===== src/rtl/z80_uart_fifo.sv =====
// z80_uart_fifo
//   I/O-mapped 8N1 UART for the Z80 bus with TX and RX FIFOs, a runtime baud
//   divisor (16x oversampling), internal loopback and a maskable interrupt.
//
// Ports
//   clk       system clock
//   reset_n   asynchronous active-low reset
//   cs        chip select from the I/O window decode
//   rs[1:0]   register select: 0 DATA, 1 STATUS/CTRL, 2 DIV_LO, 3 DIV_HI
//   rd, wr    read / write strobe levels (acted on at their rising edge only)
//   data_in   CPU write data
//   data_out  read data, combinational from rs
//   irq_n     registered active-low interrupt request
//   txd       serial output, idle high
//   rxd       asynchronous serial input
module z80_uart_fifo #(
  parameter int unsigned c_fifo_log2   = 4,
  parameter logic [15:0] c_div_reset   = 16'd162,
  parameter int unsigned c_sync_stages = 2
) (
  input  logic       clk,
  input  logic       reset_n,
  input  logic       cs,
  input  logic [1:0] rs,
  input  logic       rd,
  input  logic       wr,
  input  logic [7:0] data_in,
  output logic [7:0] data_out,
  output logic       irq_n,
  output logic       txd,
  input  logic       rxd
);

  localparam int unsigned depth = 2 ** c_fifo_log2;
  localparam int unsigned aw    = c_fifo_log2;
  localparam int unsigned pw    = c_fifo_log2 + 1;
  localparam logic [pw-1:0] ptr_one    = pw'(1);
  localparam logic [pw-1:0] half_level = pw'(depth / 2);

  localparam logic [1:0] s_idle  = 2'd0;
  localparam logic [1:0] s_start = 2'd1;
  localparam logic [1:0] s_data  = 2'd2;
  localparam logic [1:0] s_stop  = 2'd3;

  // Bus strobe edge detection: a strobe held for many clocks acts once.
  logic rd_q, wr_q;
  logic rd_lvl, wr_lvl, rd_act, wr_act;
  logic data_wr, ctrl_wr, divlo_wr, divhi_wr, data_rd, stat_rd, flush;

  assign rd_lvl = cs & rd;
  assign wr_lvl = cs & wr;
  assign wr_act = wr_lvl & ~wr_q;
  // A read rising together with a write is ignored; the write wins.
  assign rd_act = rd_lvl & ~rd_q & ~wr_act;

  assign data_wr  = wr_act & (rs == 2'd0);
  assign ctrl_wr  = wr_act & (rs == 2'd1);
  assign divlo_wr = wr_act & (rs == 2'd2);
  assign divhi_wr = wr_act & (rs == 2'd3);
  assign data_rd  = rd_act & (rs == 2'd0);
  assign stat_rd  = rd_act & (rs == 2'd1);
  assign flush    = ctrl_wr & data_in[7];

  always_ff @(posedge clk or negedge reset_n) begin
    if (!reset_n) begin
      rd_q <= 1'b0;
      wr_q <= 1'b0;
    end else begin
      rd_q <= rd_lvl;
      wr_q <= wr_lvl;
    end
  end

  // Control and divisor registers; flush is a one-clock pulse, not stored.
  logic        rx_ie, txe_ie, loopback;
  logic [15:0] div;

  always_ff @(posedge clk or negedge reset_n) begin
    if (!reset_n) begin
      rx_ie    <= 1'b0;
      txe_ie   <= 1'b0;
      loopback <= 1'b0;
      div      <= c_div_reset;
    end else begin
      if (ctrl_wr) begin
        rx_ie    <= data_in[0];
        txe_ie   <= data_in[1];
        loopback <= data_in[2];
      end
      if (divlo_wr) div[7:0]  <= data_in;
      if (divhi_wr) div[15:8] <= data_in;
    end
  end

  // Oversampling tick: a new divisor only takes effect at the next reload.
  logic [15:0] baud_cnt;
  logic        tick;

  assign tick = (baud_cnt == 16'd0);

  always_ff @(posedge clk or negedge reset_n) begin
    if (!reset_n)  baud_cnt <= c_div_reset;
    else if (tick) baud_cnt <= div;
    else           baud_cnt <= baud_cnt - 16'd1;
  end

  // TX FIFO
  logic [7:0]    tx_mem [depth];
  logic [pw-1:0] tx_wptr, tx_rptr;
  logic          tx_empty, tx_full, tx_push, tx_pop;
  logic [7:0]    tx_head;

  assign tx_empty = (tx_wptr == tx_rptr);
  assign tx_full  = (tx_wptr[aw] != tx_rptr[aw]) && (tx_wptr[aw-1:0] == tx_rptr[aw-1:0]);
  assign tx_push  = data_wr & ~tx_full;
  assign tx_head  = tx_mem[tx_rptr[aw-1:0]];

  always_ff @(posedge clk) begin
    if (tx_push) tx_mem[tx_wptr[aw-1:0]] <= data_in;
  end

  always_ff @(posedge clk or negedge reset_n) begin
    if (!reset_n) begin
      tx_wptr <= '0;
      tx_rptr <= '0;
    end else if (flush) begin
      tx_wptr <= '0;
      tx_rptr <= '0;
    end else begin
      if (tx_push) tx_wptr <= tx_wptr + ptr_one;
      if (tx_pop)  tx_rptr <= tx_rptr + ptr_one;
    end
  end

  // TX FSM. The next byte is popped straight from STOP so frames run back to back.
  logic [1:0] tx_state;
  logic [3:0] tx_tcnt;
  logic [2:0] tx_bcnt;
  logic [7:0] tx_shift;
  logic       tx_bit_done, tx_line, tx_idle;

  assign tx_bit_done = tick & (tx_tcnt == 4'd15);
  assign tx_pop = ~flush & ~tx_empty &
                  ((tx_state == s_idle) | ((tx_state == s_stop) & tx_bit_done));
  assign tx_idle = tx_empty & (tx_state == s_idle);

  always_ff @(posedge clk or negedge reset_n) begin
    if (!reset_n) begin
      tx_state <= s_idle;
      tx_tcnt  <= 4'd0;
      tx_bcnt  <= 3'd0;
      tx_shift <= 8'd0;
    end else if (flush) begin
      tx_state <= s_idle;
      tx_tcnt  <= 4'd0;
      tx_bcnt  <= 3'd0;
    end else begin
      case (tx_state)
        s_idle: begin
          if (tx_pop) begin
            tx_shift <= tx_head;
            tx_tcnt  <= 4'd0;
            tx_state <= s_start;
          end
        end
        s_start: begin
          if (tick) tx_tcnt <= tx_tcnt + 4'd1;
          if (tx_bit_done) begin
            tx_bcnt  <= 3'd0;
            tx_state <= s_data;
          end
        end
        s_data: begin
          if (tick) tx_tcnt <= tx_tcnt + 4'd1;
          if (tx_bit_done) begin
            tx_shift <= {1'b0, tx_shift[7:1]};
            tx_bcnt  <= tx_bcnt + 3'd1;
            if (tx_bcnt == 3'd7) tx_state <= s_stop;
          end
        end
        default: begin
          if (tick) tx_tcnt <= tx_tcnt + 4'd1;
          if (tx_bit_done) begin
            if (tx_pop) begin
              tx_shift <= tx_head;
              tx_state <= s_start;
            end else begin
              tx_state <= s_idle;
            end
          end
        end
      endcase
    end
  end

  // Line level is decoded from reset-cleared state, so reset forces it high at once.
  assign tx_line = (tx_state == s_start) ? 1'b0 :
                   (tx_state == s_data)  ? tx_shift[0] : 1'b1;
  assign txd     = loopback ? 1'b1 : tx_line;

  // RX input synchroniser; loopback feeds the internal TX line instead of the pin.
  logic [c_sync_stages-1:0] sync_q;
  logic rx_src, rx_s, rx_prev;

  assign rx_src = loopback ? tx_line : rxd;
  assign rx_s   = sync_q[c_sync_stages-1];

  always_ff @(posedge clk or negedge reset_n) begin
    if (!reset_n) begin
      sync_q  <= '1;
      rx_prev <= 1'b1;
    end else begin
      sync_q  <= {sync_q[c_sync_stages-2:0], rx_src};
      rx_prev <= rx_s;
    end
  end

  // RX FIFO
  logic [7:0]    rx_mem [depth];
  logic [pw-1:0] rx_wptr, rx_rptr, rx_level;
  logic          rx_empty, rx_full, rx_push, rx_pop, rx_stop_done;
  logic [7:0]    rx_shift;

  assign rx_empty = (rx_wptr == rx_rptr);
  assign rx_full  = (rx_wptr[aw] != rx_rptr[aw]) && (rx_wptr[aw-1:0] == rx_rptr[aw-1:0]);
  assign rx_level = rx_wptr - rx_rptr;
  assign rx_push  = rx_stop_done & ~rx_full;
  assign rx_pop   = data_rd & ~rx_empty;

  always_ff @(posedge clk) begin
    if (rx_push) rx_mem[rx_wptr[aw-1:0]] <= rx_shift;
  end

  always_ff @(posedge clk or negedge reset_n) begin
    if (!reset_n) begin
      rx_wptr <= '0;
      rx_rptr <= '0;
    end else if (flush) begin
      rx_wptr <= '0;
      rx_rptr <= '0;
    end else begin
      if (rx_push) rx_wptr <= rx_wptr + ptr_one;
      if (rx_pop)  rx_rptr <= rx_rptr + ptr_one;
    end
  end

  // RX FSM. START checks the line again at its 8th tick to reject glitches;
  // later samples land 16 ticks apart, i.e. mid-bit.
  logic [1:0] rx_state;
  logic [3:0] rx_tcnt;
  logic [2:0] rx_bcnt;

  assign rx_stop_done = (rx_state == s_stop) & tick & (rx_tcnt == 4'd15);

  always_ff @(posedge clk or negedge reset_n) begin
    if (!reset_n) begin
      rx_state <= s_idle;
      rx_tcnt  <= 4'd0;
      rx_bcnt  <= 3'd0;
      rx_shift <= 8'd0;
    end else begin
      case (rx_state)
        s_idle: begin
          if (rx_prev & ~rx_s) begin
            rx_tcnt  <= 4'd0;
            rx_state <= s_start;
          end
        end
        s_start: begin
          if (tick) begin
            if (rx_tcnt == 4'd7) begin
              rx_tcnt <= 4'd0;
              rx_bcnt <= 3'd0;
              rx_state <= rx_s ? s_idle : s_data;
            end else begin
              rx_tcnt <= rx_tcnt + 4'd1;
            end
          end
        end
        s_data: begin
          if (tick) begin
            rx_tcnt <= rx_tcnt + 4'd1;
            if (rx_tcnt == 4'd15) begin
              rx_shift <= {rx_s, rx_shift[7:1]};
              rx_bcnt  <= rx_bcnt + 3'd1;
              if (rx_bcnt == 3'd7) rx_state <= s_stop;
            end
          end
        end
        default: begin
          if (tick) begin
            rx_tcnt <= rx_tcnt + 4'd1;
            if (rx_tcnt == 4'd15) rx_state <= s_idle;
          end
        end
      endcase
    end
  end

  // Sticky error flags: a new error in the same clock as the clearing read wins.
  logic fe, oe, fe_set, oe_set;

  assign fe_set = rx_stop_done & ~rx_s;
  assign oe_set = rx_stop_done & rx_full;

  always_ff @(posedge clk or negedge reset_n) begin
    if (!reset_n) begin
      fe <= 1'b0;
      oe <= 1'b0;
    end else begin
      if (fe_set)       fe <= 1'b1;
      else if (stat_rd) fe <= 1'b0;
      if (oe_set)       oe <= 1'b1;
      else if (stat_rd) oe <= 1'b0;
    end
  end

  // Interrupt
  logic irq_cond;

  assign irq_cond = (rx_ie & ~rx_empty) | (txe_ie & tx_empty);

  always_ff @(posedge clk or negedge reset_n) begin
    if (!reset_n) irq_n <= 1'b1;
    else          irq_n <= ~irq_cond;
  end

  // Read mux
  logic [7:0] status;

  assign status = {irq_cond, 1'b0, (rx_level >= half_level), oe, fe,
                   tx_idle, ~tx_full, ~rx_empty};

  always_comb begin
    data_out = 8'h00;
    case (rs)
      2'd0:    data_out = rx_empty ? 8'h00 : rx_mem[rx_rptr[aw-1:0]];
      2'd1:    data_out = status;
      2'd2:    data_out = div[7:0];
      default: data_out = div[15:8];
    endcase
  end

endmodule


===== config.mk =====
export PLATFORM = sky130hd
export DESIGN_NAME = z80_uart_fifo
export DESIGN_NICKNAME = d
export VERILOG_FILES = /design/src/rtl/z80_uart_fifo.sv
export SDC_FILE = /design/constraint.sdc
export NUM_CORES = 1
export LEC_CHECK = 0
export BUFFER_PORTS_ARGS = -buffer_cell sky130_fd_sc_hd__buf_4
export CORE_ASPECT_RATIO = 1.4
export CORE_UTILIZATION = 46
export DETAILED_ROUTE_END_ITERATION = 8
export PLACE_DENSITY_LB_ADDON = 0.08
export RECOVER_POWER = 25
export SYNTH_ARGS = -nofsm -noshare
export SYNTH_HDL_FRONTEND = slang
export SYNTH_SLANG_ARGS = --single-unit

===== constraint.sdc =====
create_clock -name clk -period 8.9 [get_ports clk]
set_clock_uncertainty 0.15 [all_clocks]
set_input_delay 1.335 -clock clk [delete_from_list [all_inputs] [get_ports clk]]
set_output_delay 1.335 -clock clk [all_outputs]
set_load 0.02 [all_outputs]

== Word level (Yosys, flattened, before mapping) ==
Memory sizes are Yosys's and may differ from the RTL's.
Cells that the tools add are included.

* Reductions and logical operators: 27
* $add $sub $neg: 10
* $lt $le $gt $ge: 1
* Muxes and demuxes: 62
* Bitwise operators: 40
* Eq/ne operators: 31

{| class="wikitable"
|+ Operators with widths
! operator !! count
|-
| $pmux 8 s3 || 2
|-
| $mux 5 || 8
|-
| $mux 4 || 8
|-
| $mux 8 || 4
|-
| $mux 2 || 15
|-
| $and 1x1->1 || 27
|-
| $mux 3 || 7
|-
| $add 5x1->5 const B || 4
|-
| $reduce_bool 2->1 || 9
|-
| $logic_not 16->1 || 1
|-
| $mux 16 || 1
|-
| $sub 16x1->16 const B || 1
|-
| $ne 2x2->1 const B || 7
|-
| $eq 2x2->1 const B || 6
|-
| $mux 1 || 12
|-
| $ne 3x3->1 const B || 4
|-
| $pmux 2 s3 || 2
|-
| $pmux 3 s2 || 2
|-
| $reduce_bool 3->1 || 4
|-
| $not 1->1 || 11
|-
| $eq 5x5->1 || 2
|-
| $reduce_and 5->1 || 2
|-
| $reduce_and 3->1 || 3
|-
| $add 4x1->4 const B || 2
|-
| 16 further kinds || 27
|}

* Logic and storage cells: 198
* Register bits: 97
* Output and inout bits: 10
* Bits in writable memories: 256
* Bits of input ports: 16
* Memories kept: 2

{| class="wikitable"
|+ Memory list
! name !! words !! width !! read ports !! clocked after memory_dff !! wr ports !! line !! RTL
|-
| rx_mem || 16 || 8 || 1 || 0 || 1 || 219 || <nowiki>logic [7:0] rx_mem [depth];</nowiki>
|-
| tx_mem || 16 || 8 || 1 || 0 || 1 || 108 || <nowiki>logic [7:0] tx_mem [depth];</nowiki>
|}

== Logic depth before layout (Yosys ltp) ==
* Depth in word-level cells: 11
* Depth in mapped cells: 11
* Depth with buffers taken out: 7

== Worst setup path before layout ==
OpenSTA, ideal clock, no wires.

* Path kind: input to output
* From: input rs[0]
* To: output data_out[3]
* Data required time: 7.415 ns
* Data arrival time: 2.532 ns
* Cell stages on the path: 5
* Buffers on the path: 2
* Path slack: 4.883 ns
* Cells stage by stage: clkbuf_1 -> clkbuf_1 -> mux2_2 -> a22oi_1 -> nand2_1

* Longest elaborated chain between the ends: 2
* Elaborated cells between the ends (all ways): 4
* Classes of those cells: eq/ne (2); mux (1); reduce/logical (1)

{| class="wikitable"
|+ Ends and longest elaborated chain
! item !! line !! RTL
|-
| from (decl) || 24 || <nowiki>input logic [1:0] rs,</nowiki>
|-
| $eq 2x2->1 (tied with other cells) || 336 || <nowiki>case (rs)</nowiki>
|-
| $pmux 8 s3 * || 336 ||
|-
| to (decl) || 28 || <nowiki>output logic [7:0] data_out,</nowiki>
|}

Every way passes the cells marked *; elsewhere a longest branch is shown, timed or not.

== Worst setup path after layout ==
* From: register rx_rptr[2]
* To: output data_out[7]

* Longest elaborated chain between the ends: 5
* Elaborated cells between the ends (all ways): 7
* Classes of those cells: eq/ne (1); mux (2); bitwise (3); memory (1)

{| class="wikitable"
|+ Ends and longest elaborated chain
! item !! line !! RTL
|-
| from (decl) || 220 || <nowiki>logic [pw-1:0] rx_wptr, rx_rptr, rx_level;</nowiki>
|-
| from (signal assigned) || 243 || <nowiki>if (rx_pop) rx_rptr <= rx_rptr + ptr_one;</nowiki>
|-
| branches (longest 4 deep; another with $mem_v2 16x8) || -- ||
|-
| $pmux 8 s3 * || 336 ||
|}

Every way passes the cells marked *.

==> results.json <==
{
  "status": "complete, but fails checks",
  "violations": "max-capacitance violations, max-slew violations",
  "period_share_pct": 54.3,
  "place.gp.congestion": 0.745,
  "yosys_warnings": 0,
  "synth_edf_count": 256,
  "slew_violations": 34,
  "startpoint": "rx_rptr[2]$_DFFE_PN0P_",
  "die_w_um": 155,
  "via_per_inst": 5.64,
  "fillers": 2766,
  "hold_viol": 0,
  "fin_nets": 1016,
  "hpwl_mm": 22.6,
  "rsz0062_at_grt": "no",
  "core_area_um2": 32400,
  "worstSetupStartpointType": "flip-flop",
  "yosysSeqAreaShare_pct": 66.8,
  "reg2reg_from": "rx_rptr[2]$_DFFE_PN0P_",
  "cp.required_ns": 7.41,
  "setup_violations": 0,
  "drt_wl_total_mm": 34.1,
  "ios": 26,
  "period_needed_ns": 4.83,
  "hold_end": "sync_q[1]$_DFF_PN1_",
  "start_util_pct": 46.8,
  "rrSetupSlack_ns": 5.02,
  "cts_setup_buffers": 0,
  "drive_above_1_share_pct": 20.8,
  "ys_ff_latch": 353,
  "drc": 0,
  "tightest_slew_ns": 2.39,
  "hold_class": "flip-flop to flip-flop",
  "synth_ff_type": "edfxtp_1",
  "synth.distinct_cells": 58,
  "drv_cap": 1,
  "place_ws_ns": 4.48,
  "port_buffers": 25,
  "grt-ovfl-total": 0,
  "antenna_found_initial": 0,
  "leakage_nw": 6.09,
  "max-vdd-ir-drop_v": 0.000167,
  "cts_tree": "done",
  "mostFrequentLayoutCells": "edfxtp_1 (256), dfrtp_1 (84), mux4_2 (64)",
  "power.density_nw_per_um2": 273,
  "final_common_cell": "edfxtp_1",
  "max_slew_margin_pct": -59.2,
  "clk_latency_ns": 0.52,
  "ctsResizeCount": 0,
  "synthesis.area_um2": 15200,
  "routedWlPerCell_um": 23.7,
  "path_max_fanout": 13,
  "syn2layout_area_growth_pct": 11.2,
  "tns_ns": 0,
  "chipHeight_um": 217,
  "antenna_cells": 0,
  "multi_input_area_um2": 4790,
  "synth_area_per_cell_um2": 16.0,
  "fin_ws_ns": 4.07,
  "route.antenna.remaining_nets": 0,
  "clk_pin_slew_worst_paths_ns": 0.06,
  "max_freq_mhz": 207,
  "rr_worst_depth": 7,
  "post-place-cells": 1377,
  "syn_inst": 950,
  "timing.rr.end": "rx_mem[5][3]$_DFFE_PP_",
  "drt-initial-drc-count": 460,
  "rows": 78,
  "cp.arrival_ns": 3.35,
  "clk_path_buf_depth": 3,
  "synth_nets": 991,
  "grt_pass1_wl_mm": 52.2,
  "grt_pass1_vias": 8582,
  "hold_path_depth": 0,
  "cp-end-kind": "output port",
  "cts.sinks": 353,
  "track_usage_pct": 21.2,
  "ys_async_sr_fraction_pct": 27.5,
  "num_vias": 8114,
  "seq_area_um2": 10100,
  "ctsHoldBuffers": 0,
  "cts_buffers": 36,
  "cts_max_level": 2,
  "grt_max_degree": 66,
  "crit_type": "flip-flop to output port",
  "drtPass1Iterations": 4,
  "root_buffer": "clkbuf_16",
  "hold_start": "sync_q[0]$_DFF_PN1_",
  "layout.cells.non_filler": 1439,
  "die-area_um2": 33700,
  "power_mw": 4.60
}
-- synthesized netlist by cell type, types with 7 or more instances --
cell / number / area share (%)
edfxtp_1: 256 / 51
dfrtp_1: 87 / 14
mux4_2: 64 / 9.5
nor2_1: 57 / 1.4
nand2_1: 40 / 0.99
mux2_2: 36 / 2.7
clkbuf_1: 34 / 0.84
mux2i_1: 32 / 2.1
a21oi_1: 30 / 0.99
ha_1: 25 / 2.1
xnor2_1: 23 / 1.3
inv_1: 20 / 0.49
o21ai_0: 20 / 0.66
and2_1: 19 / 0.78
and3_1: 18 / 0.74
nand3_1: 18 / 0.59
a22oi_1: 11 / 0.54
nor2b_1: 11 / 0.45
dfstp_2: 10 / 1.7
nand2b_1: 10 / 0.41
nor3_1: 10 / 0.33
nand4_1: 9 / 0.37
a221oi_1: 8 / 0.46
nor4_1: 8 / 0.33
buf_2: 7 / 0.23
mux2_4: 7 / 0.69
o211ai_1: 7 / 0.35
-- report_power, final --
part	switching [mW]	internal, mW	total, mW	leakage (nW)
clock	0.604	0.807	1.41	0.530
combinational	0.608	0.525	1.13	1.95
sequential	0.156	1.90	2.06	3.61
total	1.37	3.24	4.60	6.09
-- cell families after synthesis --
group	Yosys count	synth area share (%)
and+or+nand+nor	227	8.06
DFF	353	66.8
AOI/OAI and AO/OA	108	4.66
buffers and inverters	69	1.81
adders and majority gates	25	2.06
muxes	139	15.0
xor gates and xnor gates	29	1.67
-- sequential cells by signal, indices dropped and copies added, names as in the netlist, 3 cells and up --
| name | flops |
|---|---|
| baud_cnt | 16 |
| div | 16 |
| rx_bcnt | 3 |
| rx_mem | 128 |
| rx_rptr | 5 |
| rx_shift | 8 |
| rx_tcnt | 4 |
| rx_wptr | 5 |
| tx_bcnt | 3 |
| tx_mem | 128 |
| tx_rptr | 5 |
| tx_shift | 8 |
| tx_tcnt | 4 |
| tx_wptr | 5 |
-- critical path: stages, from the launching register on --
cell and delay [ns]:
dfrtp_1 0.72, inv_1 0.31, ha_1 0.36, and4_1 0.29
a21oi_1 0.58, nand3_1 0.16, o211ai_1 0.21, buf_4 0.21
-- final cells by class --
class,instances,share of cell area [%]
Timing Repair Buffer,35,1.40
Inverter,21,0.467
Clock inverter,13,0.519
Multi-Input combinational cell,528,28.4
Tap cell,440,3.26
Clock buffer,49,5.87
Sequential cell,353,60.1
-- how the worst max path moves through the flow --
| stage | endpoint | slack, ns | cells past startpoint |
|---|---|---|---|
| 6_report | data_out[7] | 4.07 | 7 |
| 5_1_grt | data_out[7] | 3.90 | 7 |
| 4_1_cts | data_out[7] | 3.98 | 7 |
| 3_5_place_dp | data_out[7] | 4.48 | 6 |
| 3_3_place_gp | data_out[7] | 4.52 | 6 |
| 2_1_floorplan | data_out[3] | 4.88 | 5 |
-- metrics by stage --
step / hold WS, ns / util [%] / area [µm²]
finish: 0.215 / 52.1 / 16900
global route: 0.214 / 52.1 / 16900
global placement: 0.196 / 48.8 / 15800
floorplan: 0.195 / - / 15200
detailed placement: 0.200 / 48.8 / 15800
CTS: 0.210 / 52.1 / 16900
-- layer usage --
metal	share of wire, %	vias up	global-route usage (%)
met3	3.7	85	3.39
li1	-	3722	-
met5	0	-	0
met1	39	4164	25.0
met4	4.5	0	9.80
met2	53	143	37.7
(Power assumes the default switching activity.)
